`src/rtl/load_store_unit.sv`:
```
// Data-memory access stage: issues one request/acknowledge bus transaction per load/store.
// Latency: 3 cycles with a zero-wait ack (IDLE, REQ, DONE); each bus wait adds one REQ cycle.
// Backpressure: stall is held while a transaction is outstanding; a missing ack aborts after TIMEOUT REQ cycles.
//
// Ports:
//   clk, rst_n              core clock, asynchronous active-low reset
//   memRead, memWrite       decoded load/store controls (memRead wins when both are high)
//   funct3, addr, storeData access size/sign, effective address, rs2 operand
//   memData                 registered, extended load result
//   stall, misaligned       combinational pipeline freeze and access-fault flags
//   busError                one-cycle pulse when the bus times out
//   mem_req/we/addr/wdata/be registered bus request side
//   mem_ack, mem_rdata      bus completion and read word

module load_store_unit #(
  parameter int unsigned TIMEOUT = 15
) (
  input  logic        clk,
  input  logic        rst_n,
  input  logic        memRead,
  input  logic        memWrite,
  input  logic [2:0]  funct3,
  input  logic [31:0] addr,
  input  logic [31:0] storeData,
  output logic [31:0] memData,
  output logic        stall,
  output logic        misaligned,
  output logic        busError,
  output logic        mem_req,
  output logic        mem_we,
  output logic [31:0] mem_addr,
  output logic [31:0] mem_wdata,
  output logic [3:0]  mem_be,
  input  logic        mem_ack,
  input  logic [31:0] mem_rdata
);

  typedef enum logic [1:0] {
    IDLE = 2'd0,
    REQ  = 2'd1,
    DONE = 2'd2,
    ERR  = 2'd3
  } state_e;

  localparam logic [7:0] TIMEOUT_C = 8'(TIMEOUT);

  state_e      state_q;
  logic [7:0]  cnt_q;
  logic [31:0] memData_q;
  logic        busError_q;
  logic        mem_req_q;
  logic        mem_we_q;
  logic [31:0] mem_addr_q;
  logic [31:0] mem_wdata_q;
  logic [3:0]  mem_be_q;
  // Load shape captured at issue, since the core's inputs are not trusted during REQ.
  logic        ld_q;
  logic [2:0]  ld_f3_q;
  logic [1:0]  ld_off_q;

  logic        is_rd;
  logic        is_wr;
  logic        access;
  logic        legal;
  logic        aligned;
  logic        start;
  logic [3:0]  be_d;
  logic [31:0] wdata_d;
  logic [31:0] ld_ext_d;
  logic [7:0]  cnt_d;
  logic [7:0]  ld_byte;
  logic [15:0] ld_half;

  // Read has priority: a store control alongside a load is ignored.
  assign is_rd  = memRead;
  assign is_wr  = memWrite & ~memRead;
  assign access = memRead | memWrite;

  always_comb begin
    legal = 1'b0;
    if (is_rd) begin
      case (funct3)
        3'b000, 3'b001, 3'b010, 3'b100, 3'b101: legal = 1'b1;
        default:                                legal = 1'b0;
      endcase
    end else if (is_wr) begin
      case (funct3)
        3'b000, 3'b001, 3'b010: legal = 1'b1;
        default:                legal = 1'b0;
      endcase
    end
  end

  // funct3[1:0] encodes the access size for every legal code.
  always_comb begin
    case (funct3[1:0])
      2'b01:   aligned = ~addr[0];
      2'b10:   aligned = (addr[1:0] == 2'b00);
      default: aligned = 1'b1;
    endcase
  end

  assign start      = access & legal & aligned;
  assign misaligned = (state_q == IDLE) & access & ~(legal & aligned);
  assign stall      = ((state_q == IDLE) & start) | (state_q == REQ);

  // Store lane placement; sub-word data is replicated so the slave can pick any lane.
  always_comb begin
    be_d    = 4'b1111;
    wdata_d = storeData;
    if (is_wr) begin
      case (funct3[1:0])
        2'b00: begin
          be_d    = 4'b0001 << addr[1:0];
          wdata_d = {4{storeData[7:0]}};
        end
        2'b01: begin
          be_d    = addr[1] ? 4'b1100 : 4'b0011;
          wdata_d = {2{storeData[15:0]}};
        end
        default: begin
          be_d    = 4'b1111;
          wdata_d = storeData;
        end
      endcase
    end
  end

  // Load alignment and extension from the captured offset/size.
  always_comb begin
    ld_byte = mem_rdata[{ld_off_q, 3'b000} +: 8];
    ld_half = ld_off_q[1] ? mem_rdata[31:16] : mem_rdata[15:0];
    case (ld_f3_q)
      3'b000:  ld_ext_d = {{24{ld_byte[7]}}, ld_byte};
      3'b001:  ld_ext_d = {{16{ld_half[15]}}, ld_half};
      3'b100:  ld_ext_d = {24'd0, ld_byte};
      3'b101:  ld_ext_d = {16'd0, ld_half};
      default: ld_ext_d = mem_rdata;
    endcase
  end

  assign cnt_d = cnt_q + 8'd1;

  always_ff @(posedge clk or negedge rst_n) begin
    if (!rst_n) begin
      state_q     <= IDLE;
      cnt_q       <= 8'd0;
      memData_q   <= 32'd0;
      busError_q  <= 1'b0;
      mem_req_q   <= 1'b0;
      mem_we_q    <= 1'b0;
      mem_addr_q  <= 32'd0;
      mem_wdata_q <= 32'd0;
      mem_be_q    <= 4'd0;
      ld_q        <= 1'b0;
      ld_f3_q     <= 3'd0;
      ld_off_q    <= 2'd0;
    end else begin
      busError_q <= 1'b0;
      case (state_q)
        IDLE: begin
          if (start) begin
            mem_req_q   <= 1'b1;
            mem_we_q    <= is_wr;
            mem_addr_q  <= {addr[31:2], 2'b00};
            mem_be_q    <= be_d;
            mem_wdata_q <= wdata_d;
            ld_q        <= is_rd;
            ld_f3_q     <= funct3;
            ld_off_q    <= addr[1:0];
            cnt_q       <= 8'd0;
            state_q     <= REQ;
          end
        end
        REQ: begin
          // An ack in the same cycle as the counter expiring still completes the access.
          if (mem_ack) begin
            mem_req_q <= 1'b0;
            if (ld_q) begin
              memData_q <= ld_ext_d;
            end
            state_q <= DONE;
          end else if (cnt_d == TIMEOUT_C) begin
            mem_req_q  <= 1'b0;
            busError_q <= 1'b1;
            cnt_q      <= cnt_d;
            state_q    <= ERR;
          end else begin
            cnt_q <= cnt_d;
          end
        end
        DONE: begin
          state_q <= IDLE;
        end
        ERR: begin
          state_q <= IDLE;
        end
        default: begin
          state_q <= IDLE;
        end
      endcase
    end
  end

  assign memData   = memData_q;
  assign busError  = busError_q;
  assign mem_req   = mem_req_q;
  assign mem_we    = mem_we_q;
  assign mem_addr  = mem_addr_q;
  assign mem_wdata = mem_wdata_q;
  assign mem_be    = mem_be_q;

endmodule
```
`config.mk`:
```
export PLATFORM = sky130hd
export DESIGN_NAME = load_store_unit
export DESIGN_NICKNAME = d
export VERILOG_FILES = /design/src/rtl/load_store_unit.sv
export SDC_FILE = /design/constraint.sdc
export NUM_CORES = 1
export LEC_CHECK = 0
export CAP_MARGIN = 20
export CORE_ASPECT_RATIO = 0.5
export CORE_MARGIN = 2
export CORE_UTILIZATION = 30
export DETAILED_ROUTE_END_ITERATION = 7
export DONT_BUFFER_PORTS = 1
export PLACE_DENSITY_LB_ADDON = 0.1
export SLEW_MARGIN = 20
export SYNTH_ARGS = -nofsm -noshare
export SYNTH_HDL_FRONTEND = slang
export SYNTH_SLANG_ARGS = --single-unit
```
`constraint.sdc`:
```
create_clock -name clk -period 2.45 [get_ports clk]
set_input_delay 0.49 -clock clk [delete_from_list [all_inputs] [get_ports clk]]
set_output_delay 0.49 -clock clk [all_outputs]
set_load 0.005 [all_outputs]
```
### After elaboration in Yosys (flattened, before gate mapping)

Index checks and enable logic that the tools add are counted.

| storage, ports and cells | value |
|---|---|
| output and inout bits | 105 |
| bits in registers | 117 |
| word-level logic and storage cells | 83 |

| cells by class | value |
|---|---|
| $add $sub $neg | 1 |
| shift operators | 2 |
| bitwise gates (word level) | 12 |
| reductions and logical operators | 14 |
| equality and inequality tests | 16 |
| muxes and demuxes | 26 |

Operators with widths:

| kind | count |
|---|---|
| one-hot mux 32 bit (4 select lines) | 1 |
| one-hot mux 32 bit (2 select lines) | 1 |
| two-way mux 32 bit | 1 |
| variable part select 32 x 6 -> 8 bit | 1 |
| two-way mux 16 bit | 1 |
| two-way mux 8 bit | 2 |
| one-hot mux 8 bit (2 select lines) | 1 |
| == test 3 bit, second input constant | 4 |
| two-way mux 1 bit | 10 |
| AND reduction 3 bit | 3 |
| adder 8 x 1 -> 8 bit, second input constant | 1 |
| == test 8 x 4 -> 1 bit, second input constant | 1 |
| two-way mux 4 bit | 2 |
| one-hot mux 4 bit (2 select lines) | 1 |
| AND 1 bit | 7 |
| == test 2 bit, second input constant | 3 |
| == test 3 x 1 -> 1 bit, second input constant | 2 |
| logical NOT 2 bit | 3 |
| logical NOT 3 bit | 2 |
| two-way mux 2 bit | 3 |
| one-hot mux 2 bit (3 select lines) | 1 |
| OR reduction 5 bit | 1 |
| == test 2 x 1 -> 1 bit, second input constant | 2 |
| inequality test 2 bit, second input constant | 2 |
| 10 further kinds | 15 |

### Longest topological paths before layout

Gate-level depths: netlist of run 1.

| logic depth | value |
|---|---|
| word-level depth | 9 |
| mapped depth | 10 |

### Worst setup path after synthesis of run 1

Ideal clock, no wire load.

| path | value |
|---|---|
| kind | input port to flip-flop |
| from | input funct3[0] |
| to | register cnt_q[2] |
| data required time | 2.328 ns |
| setup time | 0.122 ns |
| slack | 0.545 ns |
| path buffers | 2 |
| cell stages on the path | 8 |
| data arrival time | 1.784 ns |
| path through | inv_1 > ha_1 > buf_2 > nor2_1 > a2bb2oi_1 > nand3_2 > buf_2 > a32o_1 |

| on the way | value |
|---|---|
| cells in the longest elaborated chain, start to end | 9 |
| elaborated cells between the ends (all ways) | 18 |
| classes of those cells | 7 x eq/ne; 5 x mux; 2 x bitwise; 4 x reduce/logical |

RTL lines:

| what | line | text |
|---|---|---|
| from (decl) | 22 | `input logic [2:0] funct3,` |
| == test 3 x 1 -> 1 bit (tied with other cells) | 82, 87 |  |
| OR reduction 3 bit | 87 | `case (funct3)` |
| two-way mux 1 bit | 87 |  |
| two-way mux 1 bit | 86 | `end else if (is_wr) begin` |
| two-way mux 1 bit | 81 | `if (is_rd) begin` |
| AND 1 bit | 103 | `assign start = access & legal & aligned;` |
| AND 1 bit (*) | 103 |  |
| inequality test 2 bit (no source line) (*) | - |  |
| AND reduction 3 bit (no source line) (*) | - |  |
| to (signal assigned) | 186 | `cnt_q <= cnt_d;` |
| to (signal assigned) | 189 | `cnt_q <= cnt_d;` |
| to (decl) | 48 | `logic [7:0] cnt_q;` |

Mark *: on every way between the ends. The rest lies on a longest branch, timed or not.
A chain may end at the register's enable or synchronous reset.

### Worst setup path in the final report of run 1

| path | value |
|---|---|
| from | register state_q[1] |
| to | output misaligned |

| on the way | value |
|---|---|
| cells in the longest elaborated chain, start to end | 3 |

RTL lines:

| what | line | text |
|---|---|---|
| from (decl) | 47 | `state_e state_q;` |
| from (signal assigned) | 146 | `state_q <= IDLE;` |
| from (signal assigned) | 172 | `state_q <= REQ;` |
| from (signal assigned) | 182 | `state_q <= DONE;` |
| logical NOT 2 bit | 104 | `assign misaligned = (state_q == IDLE) & access & ~(legal & aligned);` |
| AND 1 bit (2 in a row) | 104 |  |
| to (decl) | 27 | `output logic misaligned,` |

No other way between the ends.

==> reports/metrics.cfg, run 1 <==
[floorplanning]
io_pins = 209
die_area_sq_mm = 0.01922
die_w_um = 194.1
coreArea_sq_mm = 0.01753
start_util_pct = 30.92
dieHeight_um = 99.04
rows = 34

[place]
hpwl_um = 11770
placed_cell_area_sq_mm = 0.005687
dp.cells = 828
gp_congestion = 0.7836
io_buffers = 0

[clocking]
cts.sinks = 117
numCtsBuffers = 17
clk-insertion-delay-late_ps = 410
cts_root_buf = clkbuf_16
path_clk_slew_ps = 60
cts_resized = 0
postCtsSetupRepairBufs = 0
cts_tree = yes
h-tree-depth = 4
clk_path_buf_depth = 2

[timing]
fin_skew_ps = 8.373
fin_crit_ps = 2159
finalSetupTns_ps = 0
slew_violations = 0
hold_viol = 117
relSlewSlack_pct = 54.62
fin_crit_sh_pct = 88.11
max_freq_mhz = 463.3
whs_ps = -222.4
finalSetupViolCount = 0
worstMarginPinSlew_ps = 680.7
rsz0062_at_grt = no

[route]
ant_nets = 0
avgRoutedWirePerCell_um = 19.41
first_pass_iters = 5
drt_first_iter_violations = 187
drcViolationCount = 0
wirelength_um = 16690
vias_per_cell = 4.934
vias = 4243

[final_layout]
drive_above_1_share_pct = 9.105
diodes = 0
final_area_sq_mm = 0.006354
area_growth_pct = 17.25
most-common-layout-cells = nand2_1, dfrtp_1, nor2_1, a21oi_1, o21ai_0
final_nets = 722
final_common_cell = nand2_1
final_cells = 860

[setup_path]
criticalPathCategory = register to primary output
path_cells = nor3_1, a21boi_0
cp_max_fo = 4
slowest_stage = nor3_1
setup.worst_path.end_class = primary output
crit_arrival_ps = 1670
critPathMaxStageDelay_ps = 420
path_delay_family = simple AND/OR/NAND/NOR gates
path_buf_inv = 0
cp-start-kind = register
critPathRequiredTime_ps = 1960

[global_route]
grt-ovfl-total = 0
grt_pass1_wl_um = 25900
grt_antenna_before_repair = 0
grt_max_degree = 118
grt_pass1_vias = 4194
grt.total_usage_pct = 17.71

[yosys]
synthDominantCellAreaShare_pct = 54.03
syn_area_per_cell_sq_um = 8.769
yosysWarnings = 0
yosys-top-cells-area = dfrtp_1, nand2_1, a21oi_1
synthCells = 618
ys_seq_elements = 117
synth_cell_types = 44
yosysSeqAreaShare_pct = 54.03
synth_area_sq_mm = 0.005419
yosys.area.top_type = dfrtp_1

[status]
status = finished with violations
violations = hold timing

[pwr]
p_leak_uw = 0.002934
total_power_uw = 7653
vdd_drop_max_mv = 0.4871
powerDensity_mw_per_mm2 = 1204

[run]
cap_violations = 0

[hold_path]
hold_class = input port to asynchronous set/reset pin

==> cell usage after synthesis, drive strengths merged <==
master and number:
o31ai 1, dfrtp 117, a21o 1, nor4b 1, ha 5, and3 11, a21oi 48, o21ai 38
a211oi 1, conb 1, nor2 58, nand3 6, o211ai 2, and2 1, inv 7, o22ai 8
mux4 1, a221o 7, o21a 1, a32o 1, clkbuf 21, nor2b 5, nand2 195, xnor2 1
a22oi 9, nor3b 7, o21bai 2, nand3b 1, a2bb2oi 1, or2 2, nand2b 8, nor3 5
o311ai 1, buf 20, a21boi 1, mux2i 13, a31oi 10
==> registers in the layout, indices dropped and copies added, names as in the netlist <==
| signal | flops |
|---|---|
| ld_f3_q | 3 |
| cnt_q | 8 |
| state_q | 2 |
| mem_we | 1 |
| mem_wdata | 32 |
| mem_be | 4 |
| busError | 1 |
| mem_addr | 30 |
| mem_req | 1 |
| ld_off_q | 2 |
| memData | 32 |
| ld_q | 1 |
==> path summary, 6_finish.rpt <==
check / slack (ps) / from / depth (start not counted) / to
max: 290 / state_q[1] / 2 / misaligned
min: -220 / rst_n / 0 / mem_wdata[22]
max reg2reg: 560 / state_q[1] / 5 / memData[26]
min reg2reg: 510 / mem_addr[27] / 2 / mem_addr[27]
max in group asynchronous: 2490 / rst_n / 0 / mem_addr[17]
min in group clk: 180 / storeData[2] / 2 / mem_wdata[2]
==> power breakdown <==
| part | switching, uW | leakage, uW | internal [uW] | total (uW) |
|---|---|---|---|---|
| Clock | 943 | 0.000307 | 1880 | 2830 |
| Sequential | 700 | 0.00144 | 2680 | 3380 |
| Combinational | 817 | 0.00118 | 625 | 1440 |
| Total | 2460 | 0.00293 | 5190 | 7650 |
==> cell families (layout without fill, tap and decap cells) <==
kind of cell / count (synthesis) / in the layout / share of synthesized area (%)
xor+xnor: 1 / 1 / 0.1617
buf+inv: 48 / 55 / 4.087
mux: 14 / 14 / 2.817
flops: 117 / 117 / 54.03
fa+ha+maj: 5 / 5 / 1.154
compound gates: 132 / 132 / 14.52
simple gates: 300 / 300 / 23.16
other cells: 1 / 2 / 0.06920
==> per-layer routing <==
metal / vias up / track usage (%) / routed length (um)
met5: - / 0 / 0
met4: 0 / 6.119 / 237
met3: 15 / 8.145 / 1569
met2: 143 / 27.13 / 7489
met1: 2028 / 22.14 / 7393
li1: 2057 / - / -
==> through the flow <==
stage	util [%]	hold WS (ps)	setup WS (ps)
global route	36.25	-247.3	165.2
CTS	36.25	-253.8	263.3
detailed placement	32.45	199.5	223.7
finish	36.25	-222.4	291.4
floorplan	-	194.4	544.9
global placement	32.45	198.3	283.3
==> worst reg2reg max path: stages, from the launching register on <==
cell,delay [ps]
dfrtp_1,410
nor2b_2,300
and3_1,660
buf_4,270
nor2_1,50
a21oi_1,120
==> final cells by class <==
| cell class | count | area (sq um) |
|---|---|---|
| clock buffers | 20 | 466.7 |
| clock inverters | 12 | 200.2 |
| fillers | 1831 | 11170 |
| inverters | 7 | 26.28 |
| multi-input cells | 454 | 2282 |
| flip-flops and latches | 117 | 2928 |
| well taps | 234 | 292.8 |
| repair buffers | 16 | 157.7 |
No activity file was read; power rests on OpenSTA's default activity.
==> inputs of run 2 (changes only) <==
--- a/config.mk
+++ b/config.mk
@@ -5,13 +5,12 @@
 export SDC_FILE = /design/constraint.sdc
 export NUM_CORES = 1
 export LEC_CHECK = 0
-export CAP_MARGIN = 20
+export CAP_MARGIN = 0
 export CORE_ASPECT_RATIO = 0.5
 export CORE_MARGIN = 2
 export CORE_UTILIZATION = 30
 export DETAILED_ROUTE_END_ITERATION = 7
 export DONT_BUFFER_PORTS = 1
-export PLACE_DENSITY_LB_ADDON = 0.1
 export SLEW_MARGIN = 20
 export SYNTH_ARGS = -nofsm -noshare
 export SYNTH_HDL_FRONTEND = slang
==> run 2 against run 1 <==
The run still ends with hold timing left; cell count is the same; first-iteration DRC count rose by 27%; clock skew decreased by 2.0 ps; sequential power about the same.
==> reports/metrics.cfg, run 2 (same netlist as run 1, synthesis figures left out) <==
[clocking]
cts.sinks = 117  ; unchanged
postCtsSetupRepairBufs = 0  ; unchanged
cts_resized = 0  ; unchanged
clk-insertion-delay-late_ps = 410  ; about the same
clk_path_buf_depth = 2  ; unchanged
path_clk_slew_ps = 60  ; about the same
numCtsBuffers = 17  ; unchanged
cts_tree = yes  ; unchanged
h-tree-depth = 4  ; unchanged
cts_root_buf = clkbuf_16  ; unchanged

[setup_path]
cp-start-kind = register  ; unchanged
critPathMaxStageDelay_ps = 430  ; was 420 ps
slowest_stage = nor3_1  ; unchanged
reg2regPathDepth = 6  ; was 5
r2r_slack_ps = 650  ; was 560 ps
setup.worst_path.end_class = primary output  ; unchanged
startpoint = state_q[1]  ; unchanged
criticalPathCategory = register to primary output  ; unchanged
r2r-end = memData[23]  ; was memData[26]
path_cells = nor3_1, a21boi_0  ; unchanged
r2r_start = ld_off_q[1]  ; was state_q[1]
critPathRequiredTime_ps = 1960  ; about the same
cp_max_fo = 4  ; unchanged
crit_end = misaligned  ; unchanged
crit_arrival_ps = 1610  ; was 1670 ps

[floorplanning]
io_pins = 209  ; unchanged
start_util_pct = 30.92  ; unchanged
dieHeight_um = 99.04  ; unchanged
die_area_sq_mm = 0.01922  ; unchanged
rows = 34  ; unchanged
die_w_um = 194.1  ; unchanged
coreArea_sq_mm = 0.01753  ; unchanged

[place]
gp_congestion = 0.7908  ; was 0.7836
dp.cells = 828  ; unchanged
io_buffers = 0  ; unchanged
hpwl_um = 11500  ; was 11770 um

[global_route]
grt_max_degree = 118  ; unchanged
grt_pass1_wl_um = 24910  ; was 25900 um
grt-ovfl-total = 0  ; unchanged
grt_pass1_vias = 4210  ; was 4194
grt_antenna_before_repair = 0  ; unchanged
grt.total_usage_pct = 16.78  ; was 17.71%

[timing]
finalSetupTns_ps = 0  ; unchanged
whs_ps = -227.8  ; was -222.4 ps
fin_crit_sh_pct = 85.84  ; was 88.11%
max_freq_mhz = 475.5  ; was 463.3 MHz
fin_skew_ps = 6.392  ; was 8.373 ps
relSlewSlack_pct = 55.09  ; was 54.62%
rsz0062_at_grt = no  ; unchanged
slew_violations = 0  ; unchanged
finalSetupViolCount = 0  ; unchanged
hold_viol = 117  ; unchanged
fin_crit_ps = 2103  ; was 2159 ps
worstMarginPinSlew_ps = 672.2  ; was 680.7 ps

[pwr]
sw_frac_of_total_pct = 34.61  ; was 32.13%
p_int_uw = 4751  ; was 5194 uW
clockPowerShare_pct = 33.8  ; was 36.9%
p_leak_uw = 0.002897  ; was 0.002934 uW
powerDensity_mw_per_mm2 = 1164  ; was 1204 mW/mm^2
vdd_drop_max_mv = 0.4410  ; was 0.4871 mV
p_seq_share_pct = 46.6  ; was 44.2%
combPwrFrac_pct = 19.5  ; was 18.8%
power_switching_uw = 2515  ; was 2459 uW

[route]
drcViolationCount = 0  ; unchanged
wirelength_um = 15850  ; was 16690 um
vias_per_cell = 4.921  ; was 4.934
drt_first_iter_violations = 238  ; was 187
vias = 4232  ; was 4243
first_pass_iters = 5  ; unchanged
avgRoutedWirePerCell_um = 18.43  ; was 19.41 um
ant_nets = 0  ; unchanged

[final_layout]
drive_above_1_share_pct = 9.105  ; unchanged
area_growth_pct = 15.19  ; was 17.25%
final_common_cell = nand2_1  ; unchanged
nFillCells = 1796  ; was 1831
ff_latch_area_sq_mm = 0.002928  ; unchanged
most-common-layout-cells = nand2_1, dfrtp_1, nor2_1, a21oi_1, o21ai_0  ; unchanged
multi_input_area_sq_mm = 0.002282  ; unchanged
final_nets = 722  ; unchanged
diodes = 0  ; unchanged
final_cells = 860  ; unchanged

[status]
violations = hold timing  ; unchanged
status = finished with violations  ; unchanged

[run]
cap_violations = 0  ; unchanged

[hold_path]
hold_class = input port to asynchronous set/reset pin  ; unchanged

[run 2: changes by cell type in the layout (fill, tap and decap cells not counted)]
cell        before  now
clkinv_4         0    4
clkbuf_8         3    1
clkinvlp_4       6    2
clkinv_2         1    0
buf_4           13   15
buf_12           3    1
inv_6            0    7
bufinv_16        5    1
[run 2: how the worst min path moves through the flow]
stage                     cells after the start  slack [ps]           end
after floorplan                               0         190      busError
after global placement                        0         200  mem_wdata[2]
after detailed placement                      0         200  mem_wdata[2]
after CTS                                     0        -250  mem_wdata[2]
after global routing                          0        -260  mem_wdata[2]
final                                         0        -230  mem_wdata[2]
[run 2: per-stage QoR]
stage	total power, uW	cell area [sq um]	util [%]	setup WS [ps]	hold slack (ps)
after floorplan	4362	5423	-	544.9	194.4
after global placement	4806	5662	32.30	405.7	199.7
after detailed placement	4866	5662	32.30	315.4	199.4
after CTS	7357	6242	35.62	308.4	-250.8
after global routing	7753	6242	35.62	253.6	-257.5
final	7266	6242	35.62	346.8	-227.8
[run 2: cell type report]
type                            instances  area share, %
Clock buffer                           18          7.035
Clock inverter                         14          2.265
Inverter                                7         0.4209
Multi-Input combinational cell        454          36.56
Sequential cell                       117          46.90
Tap cell                              234          4.690
Timing Repair Buffer                   16          2.125
[run 2: metal layers]
| metal | part of all wire (%) | track usage (%) | wire length [um] |
|---|---|---|---|
| met2 | 46 | 25.70 | 7349 |
| met4 | 1.8 | 5.944 | 280 |
| met1 | 45 | 22.60 | 7148 |
| met3 | 6.7 | 5.099 | 1067 |
| met5 | 0 | 0 | 0 |
[run 2: power groups by stage]
stage / logic (uW) / registers [uW] / clock network (uW)
2_1_floorplan: 1210 / 3160 / 0
3_3_place_gp: 1370 / 3440 / 0
3_5_place_dp: 1430 / 3440 / 0
4_1_cts: 1430 / 3410 / 2520
5_1_grt: 1670 / 3480 / 2600
6_report: 1420 / 3390 / 2460
[run 2: worst max-delay path: cells and delay by family, from the launching register on]
kind,cells,cell delay (ps)
compound gates,1,370
flops,1,410
simple gates,1,430
